--- config.mk ---
export PLATFORM = sky130hd
export DESIGN_NAME = imm_gen_pipe_flat
export DESIGN_NICKNAME = d
export VERILOG_FILES = /design/src/rtl/imm_gen_pipe_if.sv /design/src/rtl/imm_gen_pipe.sv /design/src/flat_wrapper.sv
export SDC_FILE = /design/constraint.sdc
export NUM_CORES = 1
export LEC_CHECK = 0
export BUFFER_PORTS_ARGS = -buffer_cell sky130_fd_sc_hd__buf_2
export CAP_MARGIN = 30
export CELL_PAD_IN_SITES_DETAIL_PLACEMENT = 1
export CELL_PAD_IN_SITES_GLOBAL_PLACEMENT = 1
export CORE_MARGIN = 4
export CORE_UTILIZATION = 40
export CTS_CLUSTER_DIAMETER = 60
export DETAILED_ROUTE_END_ITERATION = 10
export PLACE_DENSITY_LB_ADDON = 0.1
export SLEW_MARGIN = 0
export SYNTH_ARGS = -nofsm -noshare
export SYNTH_HDL_FRONTEND = slang
export SYNTH_SLANG_ARGS = --single-unit
export TNS_END_PERCENT = 1
--- constraint.sdc ---
create_clock -name clk -period 1.98 [get_ports clk]
set_clock_uncertainty 0.1 [all_clocks]
set_input_delay 0.198 -clock clk [delete_from_list [all_inputs] [get_ports clk]]
set_output_delay 0.198 -clock clk [all_outputs]
set_load 0.03 [all_outputs]
--- src/rtl/imm_gen_pipe_if.sv ---
// Handshake bundle for imm_gen_pipe: instruction side, immediate side and pipeline flush.
interface imm_gen_pipe_if #(parameter int XLEN = 32);
  logic            Flush;
  logic            InValid;
  logic            InReady;
  logic [24:0]     Instr;
  logic [2:0]      ImmSrc;
  logic            OutValid;
  logic            OutReady;
  logic [XLEN-1:0] ImmExt;
  logic            ImmIllegal;

  modport master (
    output Flush, InValid, Instr, ImmSrc, OutReady,
    input  InReady, OutValid, ImmExt, ImmIllegal
  );

  modport slave (
    input  Flush, InValid, Instr, ImmSrc, OutReady,
    output InReady, OutValid, ImmExt, ImmIllegal
  );
endinterface

--- src/rtl/imm_gen_pipe.sv ---
// Registered RV32I immediate generator with a 2-entry skid buffer (1-cycle latency, full throughput).
// Optional macro IMMGEN_CSR_ZIMM_EN enables ImmSrc=6 (CSR zimm, zero-extended Instr[19:15]).
module imm_gen_pipe #(
  parameter int XLEN = 32
) (
  input  logic          clk,
  input  logic          rst,
  imm_gen_pipe_if.slave bus
);

  logic            sgn;
  logic [31:0]     imm32;
  logic [XLEN-1:0] dec_imm;
  logic            dec_illegal;

  logic            main_v;
  logic [XLEN-1:0] main_imm;
  logic            main_ill;
  logic            skid_v;
  logic [XLEN-1:0] skid_imm;
  logic            skid_ill;

  logic            accept;
  logic            drain;

  // Instr holds instruction bits [31:7], so instruction bit k sits at index k-7.
  assign sgn = bus.Instr[24];

  always_comb begin
    imm32       = '0;
    dec_illegal = 1'b0;
    case (bus.ImmSrc)
      3'd0:    imm32 = {{20{sgn}}, bus.Instr[24:13]};
      3'd1:    imm32 = {{20{sgn}}, bus.Instr[24:18], bus.Instr[4:0]};
      3'd2:    imm32 = {{20{sgn}}, bus.Instr[0], bus.Instr[23:18], bus.Instr[4:1], 1'b0};
      3'd3:    imm32 = {bus.Instr[24:5], 12'b0};
      3'd4:    imm32 = {{12{sgn}}, bus.Instr[12:5], bus.Instr[13], bus.Instr[23:14], 1'b0};
`ifdef IMMGEN_CSR_ZIMM_EN
      3'd6:    imm32 = {27'b0, bus.Instr[12:8]};
`endif
      default: dec_illegal = 1'b1;
    endcase
  end

  // Bit 31 of imm32 is already the correct fill bit for every format, including zimm.
  assign dec_imm = XLEN'($signed(imm32));

  assign accept = bus.InValid & ~skid_v;
  assign drain  = main_v & bus.OutReady;

  always_ff @(posedge clk) begin
    if (rst) begin
      main_v   <= 1'b0;
      main_imm <= '0;
      main_ill <= 1'b0;
      skid_v   <= 1'b0;
      skid_imm <= '0;
      skid_ill <= 1'b0;
    end else if (bus.Flush) begin
      main_v <= 1'b0;
      skid_v <= 1'b0;
    end else if (drain && skid_v) begin
      main_v   <= 1'b1;
      main_imm <= skid_imm;
      main_ill <= skid_ill;
      skid_v   <= 1'b0;
    end else if (accept && (!main_v || drain)) begin
      main_v   <= 1'b1;
      main_imm <= dec_imm;
      main_ill <= dec_illegal;
    end else if (accept) begin
      skid_v   <= 1'b1;
      skid_imm <= dec_imm;
      skid_ill <= dec_illegal;
    end else if (drain) begin
      main_v <= 1'b0;
    end
  end

  assign bus.InReady    = ~skid_v;
  assign bus.OutValid   = main_v;
  assign bus.ImmExt     = main_imm;
  assign bus.ImmIllegal = main_ill;

endmodule

--- src/flat_wrapper.sv ---
// flat-port wrapper written by rule: the top's interface ports become plain ports
module imm_gen_pipe_flat 
#(
  parameter int XLEN = 32
)
  (clk, rst, bus_Flush, bus_InValid, bus_Instr, bus_ImmSrc, bus_OutReady, bus_InReady, bus_OutValid, bus_ImmExt, bus_ImmIllegal);
  imm_gen_pipe_if #(.XLEN(XLEN)) bus_i ();
  input  logic clk;
  input  logic rst;
  input wire logic [$bits(bus_i.Flush)-1:0] bus_Flush;
  input wire logic [$bits(bus_i.InValid)-1:0] bus_InValid;
  input wire logic [$bits(bus_i.Instr)-1:0] bus_Instr;
  input wire logic [$bits(bus_i.ImmSrc)-1:0] bus_ImmSrc;
  input wire logic [$bits(bus_i.OutReady)-1:0] bus_OutReady;
  output wire logic [$bits(bus_i.InReady)-1:0] bus_InReady;
  output wire logic [$bits(bus_i.OutValid)-1:0] bus_OutValid;
  output wire logic [$bits(bus_i.ImmExt)-1:0] bus_ImmExt;
  output wire logic [$bits(bus_i.ImmIllegal)-1:0] bus_ImmIllegal;
  assign bus_i.Flush = bus_Flush;
  assign bus_i.InValid = bus_InValid;
  assign bus_i.Instr = bus_Instr;
  assign bus_i.ImmSrc = bus_ImmSrc;
  assign bus_i.OutReady = bus_OutReady;
  assign bus_InReady = bus_i.InReady;
  assign bus_OutValid = bus_i.OutValid;
  assign bus_ImmExt = bus_i.ImmExt;
  assign bus_ImmIllegal = bus_i.ImmIllegal;
  imm_gen_pipe #(.XLEN(XLEN)) u_core (.clk(clk), .rst(rst), .bus(bus_i));
endmodule
Yosys cells after proc, flatten, opt, wreduce, memory -nomap -nowiden
Cells that the tools add are included.
Widths: inputs -> output; s select.
{"block": "totals", "inputBits": 33, "ff_bits": 68, "out_inout_bits": 35}
{"block": "op_classes", "mux": 10, "n_reduce_logical": 14, "bitwise_logic": 6, "n_eq_ne": 5}
{"operator": "$pmux 32 s5", "count": 1}
{"operator": "$mux 32", "count": 2}
{"operator": "$mux 1", "count": 7}
{"operator": "$eq 3x2->1 const B", "count": 2}
{"operator": "$reduce_and 2->1", "count": 3}
{"operator": "$reduce_or 5->1", "count": 1}
{"operator": "$not 1->1", "count": 4}
{"operator": "$reduce_and 4->1", "count": 1}
{"operator": "$eq 3x1->1 const B", "count": 1}
{"operator": "$eq 3x3->1 const B", "count": 1}
{"operator": "$logic_not 3->1", "count": 1}
{"operator": "$ne 3x3->1 const B", "count": 1}
{"operator": "$reduce_bool 3->1", "count": 1}
{"operator": "$reduce_or 3->1", "count": 1}
{"operator": "$and 1x1->1", "count": 2}
{"operator": "$logic_and 1x1->1", "count": 2}
{"operator": "$reduce_bool 2->1", "count": 1}
{"operator": "$reduce_or 2->1", "count": 1}
{"operator": "$logic_not 1->1", "count": 1}
{"operator": "$logic_or 1x1->1", "count": 1}

Depth between registers and ports, before layout
{"block": "logic_depth", "word_depth": 5, "ltp_mapped": 7, "mapped_depth_nobuf": 4}

Worst setup path after synthesis
OpenSTA, ideal clock, no wires.
{"block": "synth_path", "kind": "flip-flop to flip-flop", "start": "register u_core.main_v (netlist: u_core.bus.OutValid)", "end": "register u_core.skid_imm[0]", "setup_slack_ns": -0.013, "path_stages_with_launch": 6, "path_buffers": 1, "t_required_ns": 1.810, "synth_period_minus_slack_ns": 1.993, "t_arrival_ns": 1.823, "cell_sequence": "dfxtp_1 -> nand2_1 -> or4_4 -> buf_6 -> or4_1 -> a21oi_1"}
{"block": "synth_between", "elab_chain_cells": 5, "word_cells_on_any_way": 8}
{"item": "start: declaration", "line_no": "imm_gen_pipe.sv:16", "rtl": "logic main_v;"}
{"item": "start signal: assignment", "line_no": "imm_gen_pipe.sv:53", "rtl": "main_v <= 1'b0;"}
{"item": "start signal: assignment", "line_no": "imm_gen_pipe.sv:60", "rtl": "main_v <= 1'b0;"}
{"item": "start signal: assignment", "line_no": "imm_gen_pipe.sv:63", "rtl": "main_v <= 1'b1;"}
{"item": "$and 1x1->1 / $logic_not 1->1 (equally long branches)", "line_no": "imm_gen_pipe.sv:49, imm_gen_pipe.sv:67"}
{"item": "$logic_or 1x1->1", "line_no": "imm_gen_pipe.sv:67", "rtl": "end else if (accept && (!main_v || drain)) begin"}
{"item": "$logic_and 1x1->1", "line_no": "imm_gen_pipe.sv:67"}
{"item": "$not 1->1 (no source line)"}
{"item": "$reduce_and 4->1 (no source line) (*)"}
{"item": "end signal: assignment", "line_no": "imm_gen_pipe.sv:73", "rtl": "skid_imm <= dec_imm;"}
{"item": "end: declaration", "line_no": "imm_gen_pipe.sv:20", "rtl": "logic [XLEN-1:0] skid_imm;"}
Every way passes the cells marked *; elsewhere a longest branch is shown, timed or not.
A chain may end at the register's enable or synchronous reset.

Worst setup path in the final report
{"block": "layout_path", "start": "register u_core.main_v (netlist: u_core.bus.OutValid)", "end": "register u_core.main_imm[16] (netlist: u_core.bus.ImmExt[16])"}
{"block": "layout_between", "elab_chain_cells": 5, "word_cells_on_any_way": 8}
{"item": "$and 1x1->1 / $logic_not 1->1 (equally long branches)", "line_no": "imm_gen_pipe.sv:49, imm_gen_pipe.sv:67"}
{"item": "$logic_or 1x1->1", "line_no": "imm_gen_pipe.sv:67"}
{"item": "$logic_and 1x1->1", "line_no": "imm_gen_pipe.sv:67"}
{"item": "$reduce_bool 2->1 (no source line)"}
{"item": "$reduce_and 2->1 (no source line)"}
{"item": "end signal: assignment", "line_no": "imm_gen_pipe.sv:64", "rtl": "main_imm <= skid_imm;"}
{"item": "end signal: assignment", "line_no": "imm_gen_pipe.sv:69", "rtl": "main_imm <= dec_imm;"}
{"item": "end: declaration", "line_no": "imm_gen_pipe.sv:17", "rtl": "logic [XLEN-1:0] main_imm;"}
Several ways; a longest one is shown, not always the timed one.

==> reports/summary.txt <==
Setup TNS Final: 0 ps
Clock share of power: 35.5%
Ys Warns: 0
Pin count of the biggest net entering global routing: 56
Leading area contributor after synthesis: dfxtp_1
VDD IR max: 351 uV
Detailed Place HPWL: 6610 um
Synth area leaders: dfxtp_1 (44%), a21oi_1 (6.2%), a211oi_1 (6.2%), nor2_1 (5.8%), a221oi_1 (4.2%)
Yosys cell types: 37
CTS root buffer: clkbuf_8
P_sw: 834 uW
IO buf count: 67
Worst setup SP type: flip-flop
Crit path kind: reg -> reg
Required time of the critical path: 2140 ps
Int Power: 2.03 mW
Width of the die: 96.5 um
Fmax: 0.554 GHz
DR pass1 iterations: 4
Most frequent cells in the layout: buf_2 (67), dfxtp_1 (66), nor2_1 (47)
Hold crit path type: in -> reg
DP Area: 3600 um2
Vias in the first global route: 2,944
CP max stage cell: or3_1
Ratio of final minimum period to clock period: 91.2%
Cell area power density: 760 nW/um2
Critical path buffers and inverters: 1
Vias per inst: 5.56
FP Rows: 31
Sw Share: 29.1%
Layout cells sized above 1: 25.4%
Unrepaired setup endpoints after global routing: no
Area delta synth->final: 20.6%
Latest clock arrival within the worst-skew pair: 340 ps
Worst setup EP type: flip-flop
Post-route cell area: 3770 um2
Core area: 7410 um2
Crit-path cells: nor2b_1, or3_1, buf_4, a211o_1, a21oi_1
Final Max Tran Viols: 0
DRC violations left: 0
CTS buffer count: 9
CTS tree: yes
H-tree Lvls: 3
Syn Inst Count: 368
Worst setup margin: 174 ps
Hold_ws: 17.2 ps
Post-Syn Area: 3130 um2
Top cell type's share of synthesized area: 43.5%
Slew @ Worst Pin: 656 ps
Initial antenna violation count: 0
Clock sinks: 68
Seq pwr share: 49.8%
Initial Util: 42.2%
Register area: 1360 um2
Number of setup buffers added after CTS: 0
# Max-Cap Violations: 0
Detailed-route via count: 2,980
Tmin final: 1810 ps
Post-layout util: 50.9%
Syn nets: 401
Die Height: 96.5 um
Clk buf depth: 2
I/O Pins: 68
Commonest non-fill, non-tap cell in the layout: buf_2
CP max FO: 13
Setup violators final: 0
First-pass GRT wire length: 15,000 um
Leak pwr: 1.48 nW
Fin. Hold Viols: 0
Max-slew headroom: 56.1%
Clock Pin Slew Worst Setup and Hold Paths: 80 ps
Final nets: 465
Combinational share of power: 14.6%
Post-route ant nets: 0
Area of the multi-input gates: 1600 um2
Largest delay share family, worst path: simple AND/OR/NAND/NOR gates
Cts repair resizes: 0
FILL cells: 918
Ant. Diodes: 0
Routed len/inst: 17.0 um
Hold buffers post-CTS: 0
Die area: 9300 um2
GR Overflow Total: 0
Place WS: 83.5 ps
Seq/Total Area, Yosys: 43.5%
Synth Register Bits: 68
Avg Inst Size Synth: 8.50 um2
Routability Congestion: 0.790
Tot GR Track Use: 20.7%
Peak per-stage delay on the critical path: 450 ps
Status: finished clean
CP arrival: 1970 ps
DR iter-0 viols: 124
Routed WL: 9100 um
## power by group through the flow
stage / logic [mW] / registers, mW / clock network, mW
after detailed placement: 0.418 / 1.46 / 0
after global routing: 0.460 / 1.43 / 1.11
after global placement: 0.411 / 1.46 / 0
final: 0.419 / 1.43 / 1.02
after CTS: 0.420 / 1.43 / 1.04
after floorplan: 0.196 / 1.52 / 0
## path summary, 6_finish.rpt
path / slack, ps / from / end / cells after the start
max: 170 / u_core.bus.OutValid / u_core.bus.ImmExt[16] / 5
min: 20 / bus_Instr[19] / u_core.skid_imm[6] / 2
max reg2reg: 170 / u_core.bus.OutValid / u_core.bus.ImmExt[16] / 5
min reg2reg: 350 / u_core.bus.ImmExt[19] / u_core.bus.ImmExt[19] / 2
## layer usage
metal	share of wire, %	vias up	global-route usage [%]
met5	0	-	0
met4	0.98	0	5.96
met3	5.2	9	3.25
met2	44	79	30.3
met1	50	1411	31.3
li1	-	1481	-
## state kept, by name, indices dropped and copies added, names as in the netlist
name	cells
u_core.bus.ImmExt	32
u_core.skid_imm	32
u_core.bus.ImmIllegal	1
u_core.bus.OutValid	1
u_core.skid_ill	1
u_core.skid_v	1
## synthesized netlist by cell type (all sizes together)
library cell  instances
dfxtp                68
nor2                 48
a21oi                39
nand2                29
a211oi               26
clkbuf               26
a221oi               15
nor3                 13
o2bb2ai              11
buf                  10
nand2b               10
a211o                 9
and4b                 8
nand3b                8
a22o                  6
inv                   5
o211ai                5
a31oi                 4
nand4b                4
mux2i                 3
o21ai                 3
or3                   3
nor2b                 2
nor4                  2
nor4bb                2
or2                   2
or4                   2
and2                  1
and3                  1
maj3                  1
nand3                 1
nor3b                 1
## per-stage QoR
step	instances	power, mW
after floorplan	368	1.72
after global placement	520	1.87
after detailed placement	520	1.88
after CTS	536	2.89
after global routing	536	3.01
final	536	2.87
## cell families (layout without fill, tap and decap cells)
logic type / Yosys count / after routing / share of synthesized area, %
AND/OR/NAND/NOR: 137 / 137 / 23.1
AO/OA/AOI/OAI: 118 / 118 / 26.4
flip-flops: 68 / 68 / 43.5
buffers and inverters: 41 / 110 / 5.72
multiplexers: 3 / 3 / 0.960
adder cells (fa/ha/maj): 1 / 1 / 0.320
## worst reg2reg max path, stage by stage, from the launching register on
cell	delay (ps)
dfxtp_2	360
nor2b_1	190
or3_1	450
buf_4	230
a211o_1	280
a21oi_1	130
## cell type report
class,instances,share of cell area [%]
Clock inverter,5,0.729
Sequential cell,68,36.1
Inverter,5,0.497
Tap cell,99,3.28
Multi-Input combinational cell,259,42.3
Timing Repair Buffer,89,13.3
Clock buffer,11,3.75
Note: power is estimated with default switching activity, not from simulation.
